[config.mk]
export PLATFORM = sky130hd
export DESIGN_NAME = spad_req_arbiter_flat
export DESIGN_NICKNAME = d
export VERILOG_FILES = /design/src/rtl/spad_req_arbiter_if.sv /design/src/rtl/spad_req_arbiter.sv /design/src/flat_wrapper.sv
export SDC_FILE = /design/constraint.sdc
export NUM_CORES = 1
export LEC_CHECK = 0
export CORE_ASPECT_RATIO = 0.6
export CORE_MARGIN = 2
export CORE_UTILIZATION = 51
export CTS_CLUSTER_SIZE = 14
export DETAILED_ROUTE_END_ITERATION = 16
export PLACE_DENSITY = 0.77
export SLEW_MARGIN = 30
export SYNTH_ARGS = -nofsm -noshare
export SYNTH_HDL_FRONTEND = slang
export SYNTH_SLANG_ARGS = --single-unit
[constraint.sdc]
create_clock -name CLK -period 12.1 [get_ports CLK]
set_clock_uncertainty 0.05 [all_clocks]
set_input_delay 2.42 -clock CLK [delete_from_list [all_inputs] [get_ports CLK]]
set_output_delay 2.42 -clock CLK [all_outputs]
set_load 0.1 [all_outputs]
[src/rtl/spad_req_arbiter_if.sv]
// Request/response bundle of the scratchpad request arbiter: requester-side
// handshake plus the registered write and read channel outputs.
interface spad_req_arbiter_if #(
  parameter int NUM_REQ = 2,
  parameter int DESC_W  = 64,
  parameter int DATA_W  = 128
);
  localparam int SRC_W = (NUM_REQ > 1) ? $clog2(NUM_REQ) : 1;

  logic [NUM_REQ-1:0]        req_valid;
  logic [NUM_REQ-1:0]        req_write;
  logic [NUM_REQ*DESC_W-1:0] req_desc;
  logic [NUM_REQ*DATA_W-1:0] req_wdata;
  logic [NUM_REQ-1:0]        req_stall;

  logic                      w_stall;
  logic                      r_stall;

  logic                      wr_out_valid;
  logic [SRC_W-1:0]          wr_out_src;
  logic [DESC_W-1:0]         wr_out_desc;
  logic [DATA_W-1:0]         wr_out_wdata;

  logic                      rd_out_valid;
  logic [SRC_W-1:0]          rd_out_src;
  logic [DESC_W-1:0]         rd_out_desc;

  // Arbiter side.
  modport slave (
    input  req_valid, req_write, req_desc, req_wdata, w_stall, r_stall,
    output req_stall,
    output wr_out_valid, wr_out_src, wr_out_desc, wr_out_wdata,
    output rd_out_valid, rd_out_src, rd_out_desc
  );

  // Requester / downstream side.
  modport master (
    output req_valid, req_write, req_desc, req_wdata, w_stall, r_stall,
    input  req_stall,
    input  wr_out_valid, wr_out_src, wr_out_desc, wr_out_wdata,
    input  rd_out_valid, rd_out_src, rd_out_desc
  );
endinterface

[src/rtl/spad_req_arbiter.sv]
// Scratchpad request arbiter: per-requester skid FIFOs feeding independent
// fixed-priority write and read channels. Define SPAD_REQ_ARB_AGING_EN for anti-starvation aging.
module spad_req_arbiter #(
  parameter int NUM_REQ      = 2,
  parameter int DESC_W       = 64,
  parameter int DATA_W       = 128,
  parameter int SKID_DEPTH   = 2,
  parameter int STARVE_LIMIT = 8
) (
  input  logic                CLK,
  input  logic                nRST,
  spad_req_arbiter_if.slave   bus
);

  localparam int SRC_W   = (NUM_REQ > 1) ? $clog2(NUM_REQ) : 1;
  localparam int PTR_W   = $clog2(SKID_DEPTH);
  localparam int CNT_W   = $clog2(SKID_DEPTH + 1);
  localparam int ENTRY_W = 1 + DESC_W + DATA_W;

  // Handshake: a request transfers on a cycle with req_valid[i]=1 and
  // req_stall[i]=0; otherwise the requester holds it. A channel output is
  // consumed downstream on every cycle its stall input is 0.

  if (SKID_DEPTH < 2 || (SKID_DEPTH & (SKID_DEPTH - 1)) != 0 || STARVE_LIMIT < 1)
  begin : g_bad_param
    $error("spad_req_arbiter: SKID_DEPTH must be a power of two >= 2, STARVE_LIMIT >= 1");
  end

  logic [NUM_REQ-1:0] w_push;
  logic [NUM_REQ-1:0] w_pop;
  logic [NUM_REQ-1:0] w_full;
  logic [NUM_REQ-1:0] w_elig_wr;
  logic [NUM_REQ-1:0] w_elig_rd;
  logic [NUM_REQ-1:0] w_starved;
  logic [DESC_W-1:0]  w_head_desc [NUM_REQ];
  logic [DATA_W-1:0]  w_head_data [NUM_REQ];

  logic               w_wr_vld;
  logic [SRC_W-1:0]   w_wr_win;
  logic               w_wr_grant;
  logic               w_rd_vld;
  logic [SRC_W-1:0]   w_rd_win;
  logic               w_rd_grant;

  logic               r_wr_valid;
  logic [SRC_W-1:0]   r_wr_src;
  logic [DESC_W-1:0]  r_wr_desc;
  logic [DATA_W-1:0]  r_wr_data;
  logic               r_rd_valid;
  logic [SRC_W-1:0]   r_rd_src;
  logic [DESC_W-1:0]  r_rd_desc;

  // ---------------------------------------------------------------------
  // Per-requester in-order FIFOs
  // ---------------------------------------------------------------------
  for (genvar g = 0; g < NUM_REQ; g++) begin : g_req
    logic [ENTRY_W-1:0] r_mem [SKID_DEPTH];
    logic [PTR_W-1:0]   r_wr_ptr;
    logic [PTR_W-1:0]   r_rd_ptr;
    logic [CNT_W-1:0]   r_cnt;
    logic [ENTRY_W-1:0] w_head;
    logic               w_nonempty;

    assign w_head      = r_mem[r_rd_ptr];
    assign w_nonempty  = (r_cnt != '0);
    assign w_full[g]   = (r_cnt == CNT_W'(SKID_DEPTH));
    assign w_elig_wr[g] = w_nonempty &  w_head[ENTRY_W-1];
    assign w_elig_rd[g] = w_nonempty & ~w_head[ENTRY_W-1];
    assign w_head_desc[g] = w_head[DATA_W +: DESC_W];
    assign w_head_data[g] = w_head[DATA_W-1:0];

    assign w_push[g] = bus.req_valid[g] & ~w_full[g];
    assign w_pop[g]  = (w_wr_grant & (w_wr_win == SRC_W'(g))) |
                       (w_rd_grant & (w_rd_win == SRC_W'(g)));

    // Pointers wrap naturally because SKID_DEPTH is a power of two.
    always_ff @(posedge CLK or negedge nRST) begin
      if (!nRST) begin
        r_wr_ptr <= '0;
        r_rd_ptr <= '0;
        r_cnt    <= '0;
      end else begin
        if (w_push[g]) r_wr_ptr <= r_wr_ptr + PTR_W'(1);
        if (w_pop[g])  r_rd_ptr <= r_rd_ptr + PTR_W'(1);
        r_cnt <= r_cnt + CNT_W'(w_push[g]) - CNT_W'(w_pop[g]);
      end
    end

    // Storage needs no reset: an entry is only read while the count covers it.
    always_ff @(posedge CLK) begin
      if (w_push[g]) begin
        r_mem[r_wr_ptr] <= {bus.req_write[g],
                            bus.req_desc[g*DESC_W +: DESC_W],
                            bus.req_wdata[g*DATA_W +: DATA_W]};
      end
    end
  end

  assign bus.req_stall = w_full;

  // ---------------------------------------------------------------------
  // Aging
  // ---------------------------------------------------------------------
`ifdef SPAD_REQ_ARB_AGING_EN
  localparam int AGE_W = $clog2(STARVE_LIMIT + 1);

  logic [AGE_W-1:0] r_age [NUM_REQ];

  always_ff @(posedge CLK or negedge nRST) begin
    if (!nRST) begin
      for (int i = 0; i < NUM_REQ; i++) r_age[i] <= '0;
    end else begin
      for (int i = 0; i < NUM_REQ; i++) begin
        if (w_pop[i]) begin
          r_age[i] <= '0;
        end else if (((w_elig_wr[i] & ~bus.w_stall) | (w_elig_rd[i] & ~bus.r_stall)) &&
                     (r_age[i] != AGE_W'(STARVE_LIMIT))) begin
          r_age[i] <= r_age[i] + AGE_W'(1);
        end
      end
    end
  end

  always_comb begin
    w_starved = '0;
    for (int i = 0; i < NUM_REQ; i++) w_starved[i] = (r_age[i] == AGE_W'(STARVE_LIMIT));
  end
`else
  assign w_starved = '0;
`endif

  // ---------------------------------------------------------------------
  // Channel arbitration: highest index wins, unless someone is starved, in
  // which case the lowest-index starved requester wins.
  // ---------------------------------------------------------------------
  function automatic logic [SRC_W:0] f_pick(input logic [NUM_REQ-1:0] elig,
                                            input logic [NUM_REQ-1:0] starved);
    logic [SRC_W:0] res;
    logic           found_s;
    res     = '0;
    found_s = 1'b0;
    for (int i = 0; i < NUM_REQ; i++) begin
      if (elig[i]) res = {1'b1, SRC_W'(i)};
    end
    for (int i = 0; i < NUM_REQ; i++) begin
      if (elig[i] && starved[i] && !found_s) begin
        res     = {1'b1, SRC_W'(i)};
        found_s = 1'b1;
      end
    end
    return res;
  endfunction

  // A head is either a write or a read, so the two winners never collide.
  assign {w_wr_vld, w_wr_win} = f_pick(w_elig_wr, w_starved);
  assign {w_rd_vld, w_rd_win} = f_pick(w_elig_rd, w_starved);

  assign w_wr_grant = w_wr_vld & ~bus.w_stall;
  assign w_rd_grant = w_rd_vld & ~bus.r_stall;

  // ---------------------------------------------------------------------
  // Registered channel outputs, frozen while the channel is stalled
  // ---------------------------------------------------------------------
  always_ff @(posedge CLK or negedge nRST) begin
    if (!nRST) begin
      r_wr_valid <= 1'b0;
      r_wr_src   <= '0;
      r_wr_desc  <= '0;
      r_wr_data  <= '0;
    end else if (!bus.w_stall) begin
      r_wr_valid <= w_wr_vld;
      if (w_wr_vld) begin
        r_wr_src  <= w_wr_win;
        r_wr_desc <= w_head_desc[w_wr_win];
        r_wr_data <= w_head_data[w_wr_win];
      end
    end
  end

  always_ff @(posedge CLK or negedge nRST) begin
    if (!nRST) begin
      r_rd_valid <= 1'b0;
      r_rd_src   <= '0;
      r_rd_desc  <= '0;
    end else if (!bus.r_stall) begin
      r_rd_valid <= w_rd_vld;
      if (w_rd_vld) begin
        r_rd_src  <= w_rd_win;
        r_rd_desc <= w_head_desc[w_rd_win];
      end
    end
  end

  assign bus.wr_out_valid = r_wr_valid;
  assign bus.wr_out_src   = r_wr_src;
  assign bus.wr_out_desc  = r_wr_desc;
  assign bus.wr_out_wdata = r_wr_data;
  assign bus.rd_out_valid = r_rd_valid;
  assign bus.rd_out_src   = r_rd_src;
  assign bus.rd_out_desc  = r_rd_desc;

endmodule

[src/flat_wrapper.sv]
// flat-port wrapper written by rule: the top's interface ports become plain ports
module spad_req_arbiter_flat 
#(
  parameter int NUM_REQ      = 2,
  parameter int DESC_W       = 64,
  parameter int DATA_W       = 128,
  parameter int SKID_DEPTH   = 2,
  parameter int STARVE_LIMIT = 8
)
  (CLK, nRST, bus_req_valid, bus_req_write, bus_req_desc, bus_req_wdata, bus_w_stall, bus_r_stall, bus_req_stall, bus_wr_out_valid, bus_wr_out_src, bus_wr_out_desc, bus_wr_out_wdata, bus_rd_out_valid, bus_rd_out_src, bus_rd_out_desc);
  spad_req_arbiter_if #(.NUM_REQ(NUM_REQ), .DESC_W(DESC_W), .DATA_W(DATA_W)) bus_i ();
  input  logic CLK;
  input  logic nRST;
  input wire logic [$bits(bus_i.req_valid)-1:0] bus_req_valid;
  input wire logic [$bits(bus_i.req_write)-1:0] bus_req_write;
  input wire logic [$bits(bus_i.req_desc)-1:0] bus_req_desc;
  input wire logic [$bits(bus_i.req_wdata)-1:0] bus_req_wdata;
  input wire logic [$bits(bus_i.w_stall)-1:0] bus_w_stall;
  input wire logic [$bits(bus_i.r_stall)-1:0] bus_r_stall;
  output wire logic [$bits(bus_i.req_stall)-1:0] bus_req_stall;
  output wire logic [$bits(bus_i.wr_out_valid)-1:0] bus_wr_out_valid;
  output wire logic [$bits(bus_i.wr_out_src)-1:0] bus_wr_out_src;
  output wire logic [$bits(bus_i.wr_out_desc)-1:0] bus_wr_out_desc;
  output wire logic [$bits(bus_i.wr_out_wdata)-1:0] bus_wr_out_wdata;
  output wire logic [$bits(bus_i.rd_out_valid)-1:0] bus_rd_out_valid;
  output wire logic [$bits(bus_i.rd_out_src)-1:0] bus_rd_out_src;
  output wire logic [$bits(bus_i.rd_out_desc)-1:0] bus_rd_out_desc;
  assign bus_i.req_valid = bus_req_valid;
  assign bus_i.req_write = bus_req_write;
  assign bus_i.req_desc = bus_req_desc;
  assign bus_i.req_wdata = bus_req_wdata;
  assign bus_i.w_stall = bus_w_stall;
  assign bus_i.r_stall = bus_r_stall;
  assign bus_req_stall = bus_i.req_stall;
  assign bus_wr_out_valid = bus_i.wr_out_valid;
  assign bus_wr_out_src = bus_i.wr_out_src;
  assign bus_wr_out_desc = bus_i.wr_out_desc;
  assign bus_wr_out_wdata = bus_i.wr_out_wdata;
  assign bus_rd_out_valid = bus_i.rd_out_valid;
  assign bus_rd_out_src = bus_i.rd_out_src;
  assign bus_rd_out_desc = bus_i.rd_out_desc;
  spad_req_arbiter #(.NUM_REQ(NUM_REQ), .DESC_W(DESC_W), .DATA_W(DATA_W), .SKID_DEPTH(SKID_DEPTH), .STARVE_LIMIT(STARVE_LIMIT)) u_core (.CLK(CLK), .nRST(nRST), .bus(bus_i));
endmodule
# After elaboration in Yosys (flattened, before gate mapping)
# Memories as Yosys holds them, arrays and structs flattened.
# Index checks and enable logic that the tools add are counted.
[op_classes]
bitwise_logic = 24
n_eq_ne = 2
add_sub_neg = 8
n_mux = 17
magnitude_cmp = 2
reduce_logical = 4
[ops]
columns = ["op", "count"]
rows = [
  ["$mux W128", 3],
  ["$mux W64", 6],
  ["$and A1 B1 Y1", 12],
  ["$mux W2", 4],
  ["$not A1 Y1", 8],
  ["$add A1 B1 Y1 const B", 4],
  ["$add A2 B1 Y2", 2],
  ["$eq A2 B2 Y1 const B", 2],
  ["$ge A2 B2 Y1 const B", 2],
  ["$mux W1", 4],
  ["$not A1 Y2", 2],
  ["$reduce_and A2 Y1", 2],
  ["$reduce_bool A2 Y1", 2],
  ["$sub A2 B1 Y2", 2],
  ["$or A1 B1 Y1", 2],
]
[word_totals]
out_inout_bits = 262
mem_count = 2
in_bits = 392
register_bits = 268
mem_bits_rw = 772
[mem_list]
columns = ["name", "depth", "width", "rd", "rd_ports_with_merged_regs", "write_ports", "line", "source"]
rows = [
  ["u_core.g_req[0].r_mem", 2, 193, 1, 0, 1, "spad_req_arbiter.sv:57", "logic [ENTRY_W-1:0] r_mem [SKID_DEPTH];"],
  ["u_core.g_req[1].r_mem", 2, 193, 1, 0, 1, "spad_req_arbiter.sv:57", ""],
]

# Logic depth before layout (Yosys ltp)
# An unclocked memory read counts as a cell.
[logic_depth]
depth_word = 9
depth_mapped = 11

# Worst setup path after synthesis
# No wires, ideal clock.
[synth_timing]
path_kind = "input -> register"
start = "input bus_req_valid[0]"
end = "memory u_core.g_req[0].r_mem[0][0] in the netlist's numbering (enable)"
setup_time_ps = 749
cell_stages = 2
arrival_ps = 10516
path_slack_ps = 785
cell_sequence = "nand2_1 nor2_1"
[synth_between]
elab_chain_cells = 3
[synth_lines]
columns = ["item", "line", "source"]
rows = [
  ["from (decl)", "flat_wrapper.sv:14", "input wire logic [$bits(bus_i.req_valid)-1:0] bus_req_valid;"],
  ["$and A1 B1 Y1", "spad_req_arbiter.sv:72", "assign w_push[g] = bus.req_valid[g] & ~w_full[g];"],
  ["$mux W1", "spad_req_arbiter.sv:91", "if (w_push[g]) begin"],
  ["$mux W1 (implied by the code)", "spad_req_arbiter.sv:92", "r_mem[r_wr_ptr] <= {bus.req_write[g],"],
  ["to (decl)", "spad_req_arbiter.sv:57", ""],
]
# Every way passes these cells.

# Worst setup path in the final report
[layout_timing]
start = "input bus_req_valid[0]"
end = "memory u_core.g_req[0].r_mem[0][149] in the netlist's numbering (enable)"
# The elaborated chain is that of the path after synthesis.

==> out/results.txt <==
Entering global routing, the biggest net connects 100 pins. The final worst setup slack is 6910 ps. Each instance of the synthesized netlist takes up on average 15.8 um^2. Global routing finished with a remaining overflow of 0. Synthesis inferred 1040 register bits. The post-route minimum period was 5190 ps; the layout cell share with drive strength beyond 1 was 0.132. The category of cells accounting for the largest share of critical-path delay was buffers and inverters. The pre-antenna-repair detailed-routing pass consisted of 6 iterations.

The number of endpoints failing setup at the final stage was 0; the via total after detailed routing was 26200. The finished layout holds 4328 standard cells, fillers aside. The weighted congestion reported at the end of routability-driven placement was 0.838; the maximum clock frequency was 193 MHz. Of all nets on the critical path, the largest fanout is 53. The pin slew with the least headroom to its limit was 1050 ps. In this run, synthesis inferred 772 flip-flops with an integrated enable.

The I/O pin count was 654. Input and output buffers added on the ports amount to 653. The number of clock buffers added by TritonCTS is 93. The most common cell after layout, fill and taps aside was sky130_fd_sc_hd__edfxtp_1. The tools report the relative max-transition margin as 0.297. Number of antenna violations at the first check in global routing: 31. Counting every instance in the synthesized netlist gives 2586.

In this run, the number of DRC markers left after iteration 0 of detailed routing was 2796. In this run the worst hold path is classified as flop to flop. The post-synthesis mux area share was 0.0676. Relative to the synthesized area, the layout overhead comes to 24.9%.

Setup repair after global routing left no endpoint under its margin. During synthesis, Yosys emitted a total of 0 warnings. The largest family of logic cells by synthesized area was compound AO/OA/AOI/OAI gates. For the total of cells resized after clock tree synthesis, the log shows 0. TritonCTS built the clock tree. After detailed routing, the average wire length per cell comes to 26.6 um. In the routed design, unresolved DRC markers number 0. The delay of the slowest cell on the worst path is 810 ps, and the buffering stage count on the worst path with inverters included is 3. The critical path goes through clkdlybuf4s50_1, nand2_1, nor2_4, buf_4, buf_4.

The library cells used most frequently in the layout, excluding fill and tap cells, are sky130_fd_sc_hd__edfxtp_1 (772), sky130_fd_sc_hd__clkdlybuf4s50_1 (593), sky130_fd_sc_hd__dfrtp_1 (266). The worst hold margin is 454 ps, and the critical path data arrival time is 5440 ps. The critical path is of the input pin to flop type. The leading register cell type out of synthesis is sky130_fd_sc_hd__edfxtp_1. The async set-or-reset flop fraction in the synthesized netlist is 0.258. The pre-CTS worst setup slack is 6230 ps.

The flow ran to the end, and the final reports show no timing, DRC or antenna violations. The total area inside the core boundary comes to 0.0793 mm^2. Once detail routing completed, the nets flagged for antenna violations numbered 0. The compound-gate portion of the synthesized area is 0.112, and the chip height is 223 um.

Number of vias per cell: 6.06. The run gives 26500 as the number of global-route vias before repair. Clock-pin slew was measured on the worst setup and hold paths at 60 ps.

The run gives 12350 ps as the required time of the critical path. The clock passes through at most 3 buffers. The max-capacitance violation count was 0. Among all stages on the critical path, the largest delay is contributed by sky130_fd_sc_hd__buf_4.

The clock net in this run drives a total of 1040 sinks. The run gives 32 as the post-synthesis cell type count. The sort of element at the start of the critical path is an input pin.

The post-route fraction of the period consumed by the critical path is 0.429. The initial cell density of the core came out at 0.514. The run gives 3 as the number of levels in the clock H-tree. The number of buffers added for setup after CTS was 0. The logs give 0.274 for the aggregate global-route resource usage and 80 for the number of core rows.

Number of endpoints with negative hold slack in the final report: 0. The total standard cell area after synthesis is 0.0408 mm^2, and the synthesized-area fraction occupied by adder cells is 0.00123. Clock latency on the worst-skew pair, taken at its later pin, is 690 ps. The floorplan step defined a die boundary enclosing 0.0823 mm^2. For the instance count after placement with tap cells included, the log shows 4133.

Wires add up to 115000 um. The logs give 2982 for the post-synthesis net count and 0 for the max-slew violation count. Detailed placement ended at an HPWL of 71200 um. The tools report the wire length of the first global-routing pass as 169000 um. The post-cts hold buffer count is 0.

Cell repeated most along the worst path: sky130_fd_sc_hd__buf_4. CTS placed an instance of sky130_fd_sc_hd__clkbuf_16 at the clock tree root. STA classifies the critical path endpoint as a flop. The simple logic cell fraction of the synthesized area works out to 0.0494. The xor and xnor area share after synthesis works out to 0.00172. The tools report the sequential cell area fraction in the yosys report as 0.733. Setup total negative slack on the finished layout was measured at 0 ps. The final net count was 3560. Width of the chip: 369 um.
cell type report:
class,instances,area [um^2]
diodes,18,45.0
multi-input cells,1198,9530
well taps,1066,1330
clock inverters,38,348
repair buffers,698,6680
clock buffers,137,2580
inverters,133,499
fillers,5620,28400
flip-flops and latches,1040,29900
registers in the layout (all words and copies together) (netlist names):
name,count
u_core.bus.rd_out_valid,1
u_core.bus.wr_out_wdata,128
u_core.bus.rd_out_src,1
u_core.bus.wr_out_src,1
u_core.bus.wr_out_desc,64
u_core.bus.wr_out_valid,1
u_core.g_req.r_wr_ptr,2
u_core.g_req.r_cnt,4
u_core.bus.rd_out_desc,64
u_core.g_req.r_mem,772
u_core.g_req.r_rd_ptr,2
layer usage:
metal  global-route usage  wire (um)  vias to the layer above
met1                0.377      46500                    13300
met2                0.429      55200                     1371
met3               0.0601       9100                      270
met5                    0        136                        -
met4                0.107       4300                       22
li1                     -          -                    11300
synthesized netlist by cell type (all sizes together), types with 4 or more instances:
library cell,count,share of area
a2111oi,128,0.028
a221oi,128,0.035
a31oi,128,0.020
buf,82,0.011
clkbuf,133,0.012
dfrtp,268,0.16
edfxtp,772,0.57
ha,4,0.0012
inv,133,0.012
mux2,129,0.036
mux2i,130,0.032
nand2,6,0.00055
nor2,133,0.012
nor2b,129,0.020
nor3,129,0.016
o21ai,7,0.00086
o22a,128,0.028
xnor2,6,0.0013
kinds of logic after synthesis:
kind of cell	count (synthesis)
AND/OR/NAND/NOR	403
adder cells (fa/ha/maj)	4
buffers and inverters	348
multiplexers	259
AO/OA/AOI/OAI	524
flip-flops	1040
XOR/XNOR	8
per-stage QoR:
stage               utilization  instance area [um^2]
finish                    0.642                 50900
CTS                       0.641                 50800
global placement          0.607                 48100
global route              0.642                 50900
detailed placement        0.604                 47900
floorplan                     -                 40800
final timing paths:
kind	start	endpoint	slack, ps	cells past startpoint
setup / recovery	bus_req_valid[0]	u_core.g_req[0].r_mem[0][149]	6910	5
hold / removal	u_core.bus.wr_out_wdata[116]	u_core.bus.wr_out_wdata[116]	450	1
setup reg to reg	u_core.g_req[1].r_rd_ptr	u_core.g_req[1].r_cnt[1]	7270	11
hold reg to reg	u_core.bus.wr_out_wdata[116]	u_core.bus.wr_out_wdata[116]	450	1
max in group asynchronous	nRST	u_core.g_req[1].r_rd_ptr	8010	3
min in group asynchronous	nRST	u_core.bus.wr_out_wdata[80]	1680	1
Power is left out: the tool's default activity adds up to more than one toggle a clock period on the data nets, which glitch-free logic cannot reach.
